**src/rtl/vga_text_writer.sv**
```systemverilog
// Character feeder for the VGA text buffer: owns buffer port A, tracks the cursor,
// handles CR/LF/BS/FF and scrolls by copying each row up one line.
module vga_text_writer #(
  parameter int COLS       = 32,
  parameter int ROWS       = 30,
  parameter int ADDR_WIDTH = 10,
  parameter int DATA_WIDTH = 8
) (
  input  logic                    clk,
  input  logic                    resetn,
  input  logic                    char_valid,
  input  logic [DATA_WIDTH-1:0]   char_data,
  output logic                    char_ready,
  output logic                    busy,
  output logic                    ram_we,
  output logic [ADDR_WIDTH-1:0]   ram_addr,
  output logic [DATA_WIDTH-1:0]   ram_din,
  input  logic [DATA_WIDTH-1:0]   ram_dout,
  output logic [$clog2(COLS)-1:0] cursor_col,
  output logic [$clog2(ROWS)-1:0] cursor_row
);
  localparam int COL_W = $clog2(COLS);
  localparam int ROW_W = $clog2(ROWS);
  localparam logic [ADDR_WIDTH-1:0] LAST     = ADDR_WIDTH'(COLS*ROWS-1);
  localparam logic [ADDR_WIDTH-1:0] SCR_LAST = ADDR_WIDTH'((ROWS-1)*COLS-1);
  localparam logic [ADDR_WIDTH-1:0] SCR_BASE = ADDR_WIDTH'((ROWS-1)*COLS);
  localparam logic [ADDR_WIDTH-1:0] COLS_A   = ADDR_WIDTH'(COLS);
  localparam logic [COL_W-1:0]      COL_MAX  = COL_W'(COLS-1);
  localparam logic [ROW_W-1:0]      ROW_MAX  = ROW_W'(ROWS-1);
  localparam logic [DATA_WIDTH-1:0] SPACE    = DATA_WIDTH'(8'h20);

  typedef enum logic [2:0] {
    S_CLEAR, S_IDLE, S_WRITE, S_SCR_RD, S_SCR_WR, S_SCR_CLR
  } state_t;

  state_t                  state, state_n;
  logic [ADDR_WIDTH-1:0]   idx, idx_n;
  logic [COL_W-1:0]        col, col_n;
  logic [ROW_W-1:0]        row, row_n;
  logic [DATA_WIDTH-1:0]   ch, ch_n;
  logic                    adv, adv_n;   // WRITE advances cursor (clear for BS erase)
  logic                    we;
  logic [ADDR_WIDTH-1:0]   addr;
  logic [DATA_WIDTH-1:0]   din;
  logic [ADDR_WIDTH-1:0]   cur_addr;

  assign cur_addr = ADDR_WIDTH'(row) * COLS_A + ADDR_WIDTH'(col);

  always_ff @(posedge clk) begin
    if (!resetn) begin
      state <= S_CLEAR;
      idx   <= '0;
      col   <= '0;
      row   <= '0;
      ch    <= SPACE;
      adv   <= 1'b0;
    end else begin
      state <= state_n;
      idx   <= idx_n;
      col   <= col_n;
      row   <= row_n;
      ch    <= ch_n;
      adv   <= adv_n;
    end
  end

  always_comb begin
    state_n = state;
    idx_n   = idx;
    col_n   = col;
    row_n   = row;
    ch_n    = ch;
    adv_n   = adv;
    we      = 1'b0;
    addr    = idx;
    din     = SPACE;
    case (state)
      S_CLEAR: begin
        we = 1'b1;
        if (idx == LAST) begin
          state_n = S_IDLE;
          idx_n   = '0;
          col_n   = '0;
          row_n   = '0;
        end else begin
          idx_n = idx + 1'b1;
        end
      end
      S_IDLE: begin
        if (char_valid) begin
          if (char_data >= DATA_WIDTH'(8'h20) && char_data <= DATA_WIDTH'(8'h7E)) begin
            ch_n    = char_data;
            adv_n   = 1'b1;
            state_n = S_WRITE;
          end else if (char_data == DATA_WIDTH'(8'h0D)) begin
            col_n = '0;
          end else if (char_data == DATA_WIDTH'(8'h0A)) begin
            col_n = '0;
            if (row != ROW_MAX) begin
              row_n = row + 1'b1;
            end else begin
              idx_n   = '0;
              state_n = S_SCR_RD;
            end
          end else if (char_data == DATA_WIDTH'(8'h08)) begin
            if (col != '0) begin
              col_n   = col - 1'b1;
              ch_n    = SPACE;
              adv_n   = 1'b0;
              state_n = S_WRITE;
            end
          end else if (char_data == DATA_WIDTH'(8'h0C)) begin
            idx_n   = '0;
            state_n = S_CLEAR;
          end
        end
      end
      S_WRITE: begin
        we      = 1'b1;
        addr    = cur_addr;
        din     = ch;
        state_n = S_IDLE;
        if (adv) begin
          if (col != COL_MAX) begin
            col_n = col + 1'b1;
          end else begin
            col_n = '0;
            if (row != ROW_MAX) begin
              row_n = row + 1'b1;
            end else begin
              idx_n   = '0;
              state_n = S_SCR_RD;
            end
          end
        end
      end
      S_SCR_RD: begin
        addr    = idx + COLS_A;
        state_n = S_SCR_WR;
      end
      // ram_dout here holds the source cell addressed during the preceding SCR_RD
      S_SCR_WR: begin
        we  = 1'b1;
        din = ram_dout;
        if (idx == SCR_LAST) begin
          idx_n   = SCR_BASE;
          state_n = S_SCR_CLR;
        end else begin
          idx_n   = idx + 1'b1;
          state_n = S_SCR_RD;
        end
      end
      S_SCR_CLR: begin
        we = 1'b1;
        if (idx == LAST) begin
          state_n = S_IDLE;
          idx_n   = '0;
          col_n   = '0;
          row_n   = ROW_MAX;
        end else begin
          idx_n = idx + 1'b1;
        end
      end
      default: begin
        state_n = S_CLEAR;
        idx_n   = '0;
      end
    endcase
  end

  // Reset forces the externally visible outputs quiet in the same cycle
  assign ram_we     = resetn & we;
  assign ram_addr   = addr;
  assign ram_din    = din;
  assign char_ready = resetn & (state == S_IDLE);
  assign busy       = ~resetn | (state != S_IDLE);
  assign cursor_col = resetn ? col : '0;
  assign cursor_row = resetn ? row : '0;
endmodule
```
**config.mk**
```make
export PLATFORM = sky130hd
export DESIGN_NAME = vga_text_writer
export DESIGN_NICKNAME = d
export VERILOG_FILES = /design/src/rtl/vga_text_writer.sv
export SDC_FILE = /design/constraint.sdc
export NUM_CORES = 1
export LEC_CHECK = 0
export CAP_MARGIN = 20
export CORE_ASPECT_RATIO = 1.75
export CORE_MARGIN = 2
export CORE_UTILIZATION = 37
export CTS_CLUSTER_SIZE = 28
export DETAILED_ROUTE_END_ITERATION = 8
export GPL_ROUTABILITY_DRIVEN = 0
export GPL_TIMING_DRIVEN = 1
export PLACE_DENSITY = 0.58
export SLEW_MARGIN = 20
export SYNTH_ARGS = -nofsm -noshare
export SYNTH_HDL_FRONTEND = slang
export SYNTH_SLANG_ARGS = --single-unit
```
**constraint.sdc**
```tcl
create_clock -name clk -period 8.2 [get_ports clk]
set_input_delay 1.64 -clock clk [delete_from_list [all_inputs] [get_ports clk]]
set_output_delay 1.64 -clock clk [all_outputs]
set_load 0.02 [all_outputs]
```
### After elaboration in Yosys (flattened, before gate mapping)

Index checks and enable logic that the tools add are counted.

* logic and storage cells: 126
* bits of input ports: 19
* output and inout port bits: 31
* flip-flop bits (word level): 32

* $lt $le $gt $ge: 2
* add/subtract/negate cells: 6
* bitwise logic cells: 5
* muxes and demuxes: 60
* reduce and logical (&&, ||, !) cells: 14
* equality and inequality tests: 33

Operator list (count)
* $mux W10: 11
* $mux W5: 19
* $pmux W10 S5: 1
* $mux W8: 5
* $eq A8 B4 Y1 const B: 4
* $mux W3: 10
* $eq A10 B10 Y1 const B: 2
* $ne A2 B2 Y1 const B: 10
* $ne A5 B5 Y1 const B: 4
* $pmux W10 S2: 1
* $pmux W5 S4: 1
* $pmux W8 S2: 1
* $pmux W3 S5: 1
* $pmux W5 S3: 1
* $ne A4 B4 Y1 const B: 3
* $reduce_and A6 Y1: 2
* $add A10 B1 Y10 const B: 1
* $add A10 B5 Y10: 1
* $add A10 B6 Y10 const B: 1
* $add A5 B1 Y5 const B: 2
* $ne A3 B3 Y1 const B: 3
* $reduce_and A9 Y1: 1
* $ge A8 B6 Y1 const B: 1
* $le A8 B7 Y1 const B: 1
* 21 further kinds: 33

### Logic depth before layout (Yosys ltp)

Gate-level depths: netlist of the first run.

* depth after elaboration: 8
* gate-level depth with buffers: 8
* mapped depth without buffers: 8

### Least setup slack after synthesis of the first run

Ideal clock, no wire load.

* kind: input to output
* from: input resetn
* to: output ram_we
* stages on the path: 3
* slack: 3.843 ns
* buffers on the path: 1
* required time: 6.560 ns
* data arrival time: 2.717 ns
* path through: clkbuf_1 clkinv_1 a211oi_1

* word-level cells in the longest chain between the ends: 1

RTL lines
* start, declared: RTL line 10 `input logic resetn,`
* $and A1 B1 Y1: RTL line 172 `assign ram_we = resetn & we;`
* end, declared: RTL line 15 `output logic ram_we,`

Every way passes these cells.

### Worst setup path after layout of the first run

Ends and elaborated chain as after synthesis.

==> metrics.md, run 1 <==
| Metric | Value |
|---|---|
| Status | finished clean |
| Met3 Routed Length | 267 um |
| Core area | 0.00691 sq mm |
| EDFF count, synth | 0 |
| Final TNS setup | 0 ns |
| Pins over their slew limit | 0 |
| CTS H-tree lvls | 2 |
| Number of buffers added on ports | just under 50 |
| Sequential share of the synthesized area | 24.2% |
| Synth Area in Compound Gates | 34.2% |
| Antenna cells | 0 |
| Slowest stage delay, CP | between 0.6 and 0.7 ns |
| Clock share of power | 50.2% |
| Critical Path Sink Type | output port |
| Drt pass-1 iters | 5 |
| Met2 WL post-DR | 4.65 mm |
| Post-CTS Hold Buffers | 0 |
| Pwr dens | 114 mW/mm^2 |
| DR WL/cell | 18.0 um |
| Rel. slew slack | 30.0% |
| Sw power | 89.5 uW |
| Post-DRT Antenna Nets | 0 |
| Logic pwr share | about 8.0% |
| DR DRC count | 0 |
| Largest family of logic cells by synthesized area | compound AO/OA/AOI/OAI gates |
| Number of fill cells | approximately 700 |
| First-pass GRT wire length | 14.2 mm |
| Mapped cell area | 0.00265 sq mm |
| Ports | 50 |
| Width of the die | 67.9 um |
| CTS tree | built |
| # nets final | 434 |
| CP max FO | 28 |
| Internal power | roughly 300 uW |
| Post-Synth Adder-Cell Area | 3.78% |
| Initial Util | 38.3% |
| Initial DRC Count | ~170 |
| Max cap viols | 0 |
| Wirelength, routed | 8.85 mm |
| Netlist cell types | a little over 60 |
| Sw Share | 23.5% |
| Resized Gates After CTS | 0 |
| Top sig layer | met4 |
| FFs w/ async S/R, synth | 0% |
| Vias per cell | 6.17 |
| Peak Freq | roughly 170 MHz |
| Grt ovf | 0 |
| Worst EP required | 6.56 ns |
| Most used cell along the critical path | clkdlybuf4s50_1 |
| Critical path class | in -> out |
| Final Util | 48.2% |
| Clock-pin slew on the worst setup and hold paths | 0.05 ns |
| WL met1 | 3.51 mm |
| Cells after Synth | 371 |
| Cells along the critical path | clkdlybuf4s50_1 -> buf_4 -> clkinv_1 -> a211oi_1 -> clkdlybuf4s50_1 |
| CP max-delay cell | clkdlybuf4s50_1 |
| Number of clock sinks | 32 |
| Post-synthesis xor/xnor area fraction | 0.662% |
| Unrepaired setup endpoints after global routing | no |
| Layout cells sized above 1 | 6.86% |
| Initial antenna violation count | 0 |
| Final-report setup violation count | 0 |
| Worst-Margin Slew | 1.05 ns |
| Fin crit share | 69.8% |
| Largest net degree at the start of global routing | 31 |
| Mapped Avg Cell Area | 7.13 sq um |
| Mux contribution to synthesized area | 0.378% |
| Startpoint Class | input pin |
| Main flop type after synthesis | dfxtp_1 |
| Warnings, synthesis | 0 |
| DR vias | 3037 |
| CTS Buf Count | 5 |
| Layout area overhead | 25.8% |
| Leak | ~0.0012 uW |
| Clk Latency, worst-skew pair | around 0.28 ns |
| Clock Tree Root | clkbuf_16 |
| Die Height | approximately 120 um |
| Reg power frac | 41.8% |
| Flops & latches, synth | 32 |
| Worst vdd ir | 0.0749 mV |
| Worst-case clock buffer depth | 2 |
| Number of cell rows | 40 |
| Vias in the first global route | 2885 |
| Post-synthesis net count | between 300 and 400 |
| Synth Area in Simple Gates | a little under a third |
| Worst Hold Class | reg -> reg |
| Post-CTS Setup Inserts | 0 |
| Die Footprint | 0.00787 sq mm |
| Final min period | 5.73 ns |
| Post-DP HPWL | 6.63 mm |
| CP Data Arrival Time | about 4 ns |
| Final number of hold-violating endpoints | 0 |
| GRT Overall Usage | 23.7% |
| Clk_skew | 0.00354 ns |
## stage by stage
stage | power (uW) | instance area [sq um] | cells | setup WS, ns | hold WS [ns]
after floorplan | 176 | 2650 | 371 | 3.84 | 0.412
after global placement | 193 | 3180 | 484 | 2.51 | 0.439
after detailed placement | 193 | 3180 | 484 | 2.48 | 0.438
after CTS | 384 | 3330 | 492 | 2.48 | 0.448
after global routing | 394 | 3330 | 492 | 2.33 | 0.468
final | 381 | 3330 | 492 | 2.47 | 0.443
## registers in the layout, summed over array words and instances (netlist names)
signal and cells:
adv 1, ch 8, col 5, idx 10
row 5, state 3
## critical path: cells and delay by family
family | cells | cell delay [ns]
AO/OA/AOI/OAI | 1 | 0.46
buffers and inverters | 4 | 1.98
## Yosys cell counts, types with 3 or more instances
library cell,count,area (sq um)
inv_1,17,63.8
a2111oi_0,4,35.0
clkbuf_1,21,78.8
nor2_1,28,105
o21a_1,5,37.5
or3b_2,4,35.0
nor3_1,11,55.1
a31oi_1,6,37.5
a21oi_1,26,130
a211oi_1,6,45.0
buf_2,4,20.0
a22oi_1,8,60.1
nand2_1,47,176
o221a_2,4,45.0
o31ai_1,8,60.1
ha_1,8,100
and2_1,8,50.1
dfxtp_1,32,641
nand4_1,6,37.5
a41oi_1,3,26.3
nor3b_1,3,22.5
or2_2,3,18.8
o32ai_1,3,26.3
o21ai_0,25,125
and3_1,4,25.0
nor4b_1,3,26.3
a32o_1,4,40.0
o211ai_1,4,30.0
nor4_1,6,37.5
or3_1,3,18.8
nand3_1,12,60.1
and4_1,3,26.3
## power groups by stage
stage / clock (uW) / sequential [uW] / combinational (uW)
after floorplan: 0 / 161 / 14.7
after global routing: 201 / 159 / 33.4
after detailed placement: 0 / 163 / 30.4
after global placement: 0 / 163 / 30.0
final: 191 / 159 / 30.5
after CTS: 195 / 159 / 30.5
## layout by cell type, fill, tap and decap left out, drive strengths merged, types with 5 or more instances in the layout
cell / count
a211oi: 6
nor4: 6
a22oi: 8
o21a: 5
buf: 5
clkdlybuf4s50: 49
o21ai: 26
dfxtp: 32
nand4: 6
o31ai: 8
and3: 5
inv: 17
and2: 8
nand2: 47
clkbuf: 6
nor3: 11
nand3: 12
ha: 8
nor2: 28
a31oi: 6
a21oi: 26
## cell families after synthesis
family                     Yosys count
xor gates and xnor gates             2
muxes                                1
AOI/OAI and AO/OA                  130
and+or+nand+nor                    155
buffers and inverters               43
adders and majority gates            8
DFF                                 32
## final timing paths
| check | startpoint | to | slack [ns] | depth (start not counted) |
|---|---|---|---|---|
| setup / recovery | resetn | ram_we | 2.47 | 5 |
| setup reg to reg | idx[0]$_SDFFE_PN0P_ | row[1]$_SDFFE_PN0P_ | 5.34 | 6 |
| hold / removal | ch[7]$_SDFFE_PN0P_ | ch[7]$_SDFFE_PN0P_ | 0.44 | 2 |
| hold reg to reg | ch[7]$_SDFFE_PN0P_ | ch[7]$_SDFFE_PN0P_ | 0.44 | 2 |
## layer usage
metal  vias up  track usage, %
li1       1487               -
met2        65            41.0
met5         -               0
met4         0            12.7
met1      1465            27.5
met3        20            3.01
## area by class of cell
cell class                 count  area (sq um)  area share (%)
multi-input combinational    296          1840            55.2
sequential                    32           641            19.2
timing repair buffer          54           528            15.9
clock buffer                   6           139            4.17
tap                           84           105            3.16
inverter                      18          67.6            2.03
clock inverter                 2          10.0           0.301
(Power assumes the default switching activity.)
==> run 2, diff against run 1 <==
- clock period: 8.2 -> 5.49 ns (I/O delays scaled with it)
==> run 2 against run 1 <==
  * Register-to-register slack got worse by 2.8 ns
  * Worst hold slack got worse by 0.0056 ns
  * Global-route usage decreased by 0.19 points
  * Via count up 1.2%
  * Sequential cell count unchanged
  * Cell area increased by 0.23%
  * Critical path type unchanged
  * Largest cell class unchanged
  * Largest power group unchanged
==> metrics.md, run 2 (synthesis results as in run 1) <==
| Metric | Value |
|---|---|
| Status | finished clean |
| Peak Freq | 242 MHz |
| First-pass GRT wire length | 13.9 mm |
| Clk_skew | 0.00448 ns |
| Number of cell rows | 40 |
| GRT Overall Usage | about a quarter |
| Max reg flops | 10 |
| Final number of hold-violating endpoints | 0 |
| Largest Register | idx |
| Initial Util | approximately two fifths |
| Rel. slew slack | between 30 and 40% |
| Post-DP HPWL | between 6 and 7 mm |
| Width of the die | between 60 and 70 um |
| Pins over their slew limit | 0 |
| Drt pass-1 iters | 5 |
| Core area | 0.00691 sq mm |
| Worst-case clock buffer depth | 2 |
| Layout cells sized above 1 | roughly 7% |
| Clk Latency, worst-skew pair | 0.28 ns |
| Most frequent cells in the layout | clkdlybuf4s50_1, nand2_1, dfxtp_1, nor2_1, a21oi_1 |
| DR DRC count | 0 |
| DR WL/cell | 18.1 um |
| Largest net degree at the start of global routing | 33 |
| Wirelength, routed | 8.94 mm |
| Leak | 0.00117 uW |
| Max cap viols | 0 |
| Worst r2r path cells | 6 |
| Worst Hold Class | reg -> reg |
| WHS Endpoint | ch[7]$_SDFFE_PN0P_ |
| Vias per cell | 6.23 |
| CP max-delay cell | clkdlybuf4s50_1 |
| Post-CTS Hold Buffers | 0 |
| Critical path's top delay family | buffers and inverters |
| Initial antenna violation count | 0 |
| Vias in the first global route | 2837 |
| Layout area overhead | 26.1% |
| CTS Buf Count | 5 |
| Worst EP required | 4.39 ns |
| WHS | 0.438 ns |
| Slowest stage delay, CP | 0.61 ns |
| Grt ovf | 0 |
| Clock-pin slew on the worst setup and hold paths | around 0.06 ns |
| Clock Tree Root | clkbuf_16 |
| Crit path buffers/inverters | 4 |
| Number of fill cells | between 700 and 800 |
| Commonest non-fill, non-tap cell in the layout | clkdlybuf4s50_1 |
| Unrepaired setup endpoints after global routing | no |
| Worst Hold Depth | 2 |
| Ports | 50 |
| Hold Path Origin | ch[7]$_SDFFE_PN0P_ |
| Initial DRC Count | 289 |
| Critical path class | in -> out |
| Final min period | 4.13 ns |
| Cells along the critical path | clkdlybuf4s50_1 -> clkinv_1 -> buf_4 -> nor2_1 -> clkdlybuf4s50_1 |
| CTS H-tree lvls | 2 |
| CP Data Arrival Time | 3.03 ns |
| Fin crit share | 75.2% |
| Number of buffers added on ports | 49 |
| Die Footprint | around 0.008 sq mm |
| Crit. Startpoint | resetn |
| Startpoint Class | input pin |
| Number of clock sinks | 32 |
| Most used cell along the critical path | clkdlybuf4s50_1 |
| Largest registers | idx: 10 flops, ch: 8 flops |
| CP max FO | 12 |
| Final-report setup violation count | 0 |
| Die Height | 116 um |
| Worst vdd ir | 0.0926 mV |
| Post-CTS Setup Inserts | 0 |
| Post-DRT Antenna Nets | 0 |
| Antenna cells | 0 |
| Worst-Margin Slew | 0.953 ns |
| Reg2reg start | idx[0]$_SDFFE_PN0P_ |
| Worst R2R Setup Slack | 2.57 ns |
| Resized Gates After CTS | 0 |
| R2r endpoint | row[1]$_SDFFE_PN0P_ |
| Post-route insts no fill | roughly 490 |
| # nets final | 435 |
| CTS tree | built |
| DP Cell Count | 485 |
| DR vias | approximately 3000 |
| Critical Path Sink Type | output port |
| Pwr dens | 172 mW/mm^2 |
| Final TNS setup | 0 ns |
[run 2: changes by cell type in the layout (fill, tap and decap cells not counted), sizes merged]
| cell | delta |
|---|---|
| buf | +1 |
[run 2: layer usage]
layer | vias up | wire [um] | GRT usage [%] | share of wire [%]
met5 | - | 0 | 0 | 0
li1 | 1490 | - | - | -
met4 | 0 | 278 | 11.6 | 3.1
met2 | 93 | 4830 | 42.0 | 54
met3 | 21 | 336 | 3.59 | 3.8
met1 | 1468 | 3490 | 26.1 | 39
[run 2: worst register-to-register path: stages (launching register included)]
cell and delay [ns]:
dfxtp_1 0.45, ha_1 0.30, and4_1 0.43, a41oi_1 0.21
or4_1 0.75, or4_1 0.57, a21oi_1 0.15
[run 2: worst max-delay path by stage]
| stage | end | slack (ns) | cells after the start |
|---|---|---|---|
| global placement | cursor_row[1] | 1.40 | 5 |
| finish | cursor_col[0] | 1.36 | 5 |
| floorplan | ram_we | 2.22 | 3 |
| global route | cursor_col[1] | 1.26 | 5 |
| CTS | cursor_col[0] | 1.37 | 5 |
| detailed placement | cursor_col[0] | 1.38 | 5 |
[run 2: cell type report]
class / count / area (sq um) / share of cell area [%]
sequential: 32 / 641 / 19.2
clock buffer: 6 / 139 / 4.16
multi-input combinational: 296 / 1840 / 55.1
timing repair buffer: 55 / 536 / 16.1
clock inverter: 2 / 10.0 / 0.300
inverter: 18 / 67.6 / 2.03
tap: 84 / 105 / 3.15
[run 2: report_power, final]
group | switching, uW | internal (uW) | total (uW)
Combinational | 23.8 | 22.8 | 46.5
Clock | 109 | 179 | 288
Sequential | 3.58 | 234 | 238
[run 2: through the flow]
stage	util, %	area, sq um	setup slack [ns]	power, uW
finish	48.3	3340	1.36	572
detailed placement	46.1	3190	1.38	289
global route	48.3	3340	1.26	591
global placement	46.1	3190	1.40	288
floorplan	-	2650	2.22	263
CTS	48.3	3340	1.37	575
==> run 3, diff against run 2 <==
- clock period: 5.49 -> 4.15 ns (I/O delays scaled with it)
==> run 3 against run 2 <==
  * Setup slack worse by 0.48 ns
  * Die area did not move
  * Combinational power grew 32%
  * Register-to-register slack lost 1.2 ns
  * Global-route usage increased by 0.054 points
  * Total power grew 40%
  * Highest routed layer unchanged
  * Cell count is 0.81% higher
  * Largest cell class unchanged
  * Utilization rose by 0.65 points
==> metrics.md, run 3 (synthesis results as in run 1) <==
| Metric | Value |
|---|---|
| Grt ovf | 0 |
| Post-CTS Hold Buffers | 0 |
| Met3 Routed Length | 334 um |
| Clk_skew | 0.00335 ns |
| Drt pass-1 iters | 6 |
| Met2 WL post-DR | 4.73 mm |
| First-pass GRT wire length | 14.2 mm |
| DP Cell Count | 489 |
| Vias per cell | 6.12 |
| Final min period | 3.27 ns |
| Layout area overhead | 27.8% |
| Post-route insts no fill | 497 |
| Commonest non-fill, non-tap cell in the layout | clkdlybuf4s50_1 |
| Worst-Margin Slew | around 0.95 ns |
| Worst vdd ir | 0.206 mV |
| CTS H-tree lvls | 2 |
| Pins over their slew limit | 0 |
| Core area | between 0.006 and 0.007 sq mm |
| CTS tree | built |
| Final-report setup violation count | 0 |
| Worst Hold Class | reg -> reg |
| Unrepaired setup endpoints after global routing | no |
| CP max FO | 27 |
| Largest net degree at the start of global routing | 31 |
| DR vias | 3043 |
| Antenna cells | 0 |
| Clk Latency, worst-skew pair | 0.28 ns |
| Layout cells sized above 1 | 7.75% |
| Peak Freq | 306 MHz |
| Worst r2r path cells | 6 |
| Largest Register | idx |
| CTS Buf Count | 5 |
| Most frequent cells in the layout | clkdlybuf4s50_1, nand2_1, dfxtp_1, nor2_1, a21oi_1 |
| Startpoint Class | input pin |
| Clock Tree Root | clkbuf_16 |
| Wirelength, routed | 8.86 mm |
| Sw Share | 22.4% |
| FF/Latch Area | between 600 and 700 sq um |
| Width of the die | 67.9 um |
| Post-CTS Setup Inserts | 0 |
| Sw power | around 180 uW |
| DR DRC count | 0 |
| Max reg flops | 10 |
| CP Data Arrival Time | 2.44 ns |
| Initial antenna violation count | 0 |
| Clock share of power | 53.2% |
| Initial DRC Count | 186 |
| GRT Overall Usage | 23.5% |
| Status | finished clean |
| Top sig layer | met4 |
| Ports | 50 |
| Final number of hold-violating endpoints | 0 |
| Clock-pin slew on the worst setup and hold paths | 0.05 ns |
| Post-DP HPWL | 6.70 mm |
| Resized Gates After CTS | 0 |
| Fin crit share | 78.8% |
| Post-DRT Antenna Nets | 0 |
| Rel. slew slack | 36.2% |
| Number of cell rows | 40 |
| Number of fill cells | 694 |
| Critical Path Sink Type | output port |
| Critical path class | in -> out |
| Reg power frac | 39.2% |
| Worst EP required | 3.32 ns |
| Max cap viols | 0 |
| Worst-case clock buffer depth | 2 |
| WL met1 | 3.49 mm |
| Logic pwr share | 7.6% |
| Die Footprint | 0.00787 sq mm |
| Leak | 0.00119 uW |
| Final TNS setup | 0 ns |
| Number of buffers added on ports | 49 |
| Die Height | 116 um |
| Initial Util | about two fifths |
| # nets final | 439 |
| Worst Hold Depth | 2 |
| Vias in the first global route | slightly below 3000 |
| Number of clock sinks | 32 |
| Internal power | 622 uW |
| Largest registers | idx: 10 flops, ch: 8 flops |
| Pwr dens | approximately 240 mW/mm^2 |
| Area of the multi-input gates | 0.00184 sq mm |
| DR WL/cell | 17.8 um |
==> run 3: cell count changes in the layout (fill, tap and decap cells not counted) <==
cell / delta
buf_4: +4
bufinv_16: +1
clkbuf_1: +1
clkbuf_8: -1
clkinv_2: -1
==> run 3: cell type report <==
cell class,count,area share [%]
sequential,32,18.9
inverter,18,2.00
multi-input combinational,296,54.4
clock buffer,6,3.81
timing repair buffer,59,16.7
clock inverter,2,1.04
tap,84,3.11
==> run 3: power by group through the flow <==
stage / Combinational, uW / Clock [uW] / Sequential, uW
2_1_floorplan: 28.9 / 0 / 319
3_3_place_gp: 60.7 / 0 / 321
6_report: 61.4 / 427 / 314
4_1_cts: 61.7 / 427 / 314
3_5_place_dp: 61.6 / 0 / 321
5_1_grt: 67.4 / 442 / 315
==> run 3: per-layer routing <==
| metal | up-vias | track usage (%) |
|---|---|---|
| met5 | - | 0 |
| met4 | 0 | 11.2 |
| met3 | 24 | 2.82 |
| met2 | 92 | 42.0 |
| met1 | 1438 | 26.9 |
| li1 | 1489 | - |
==> run 3: through the flow <==
step                util (%)  hold slack, ns  worst slack, ns  power (uW)  cell area (sq um)
finish                  48.9           0.439            0.879         803               3380
global route            48.9           0.473            0.801         824               3380
CTS                     48.9           0.443            0.867         803               3380
detailed placement      46.6           0.436            0.708         383               3220
global placement        46.6           0.437            0.725         382               3220
floorplan                  -           0.412             1.26         348               2650
==> run 3: critical path, cell delays in order <==
cell,delay [ns]
clkdlybuf4s50_1,0.48
buf_4,0.29
and2_1,0.22
clkdlybuf4s50_1,0.61
==> run 3: path summary, 6_finish.rpt <==
kind	from	end	slack (ns)
worst min register to register	ch[7]$_SDFFE_PN0P_	ch[7]$_SDFFE_PN0P_	0.44
worst max register to register	idx[0]$_SDFFE_PN0P_	row[1]$_SDFFE_PN0P_	1.34
worst max-delay path	resetn	cursor_row[2]	0.88
worst min-delay path	ch[7]$_SDFFE_PN0P_	ch[7]$_SDFFE_PN0P_	0.44
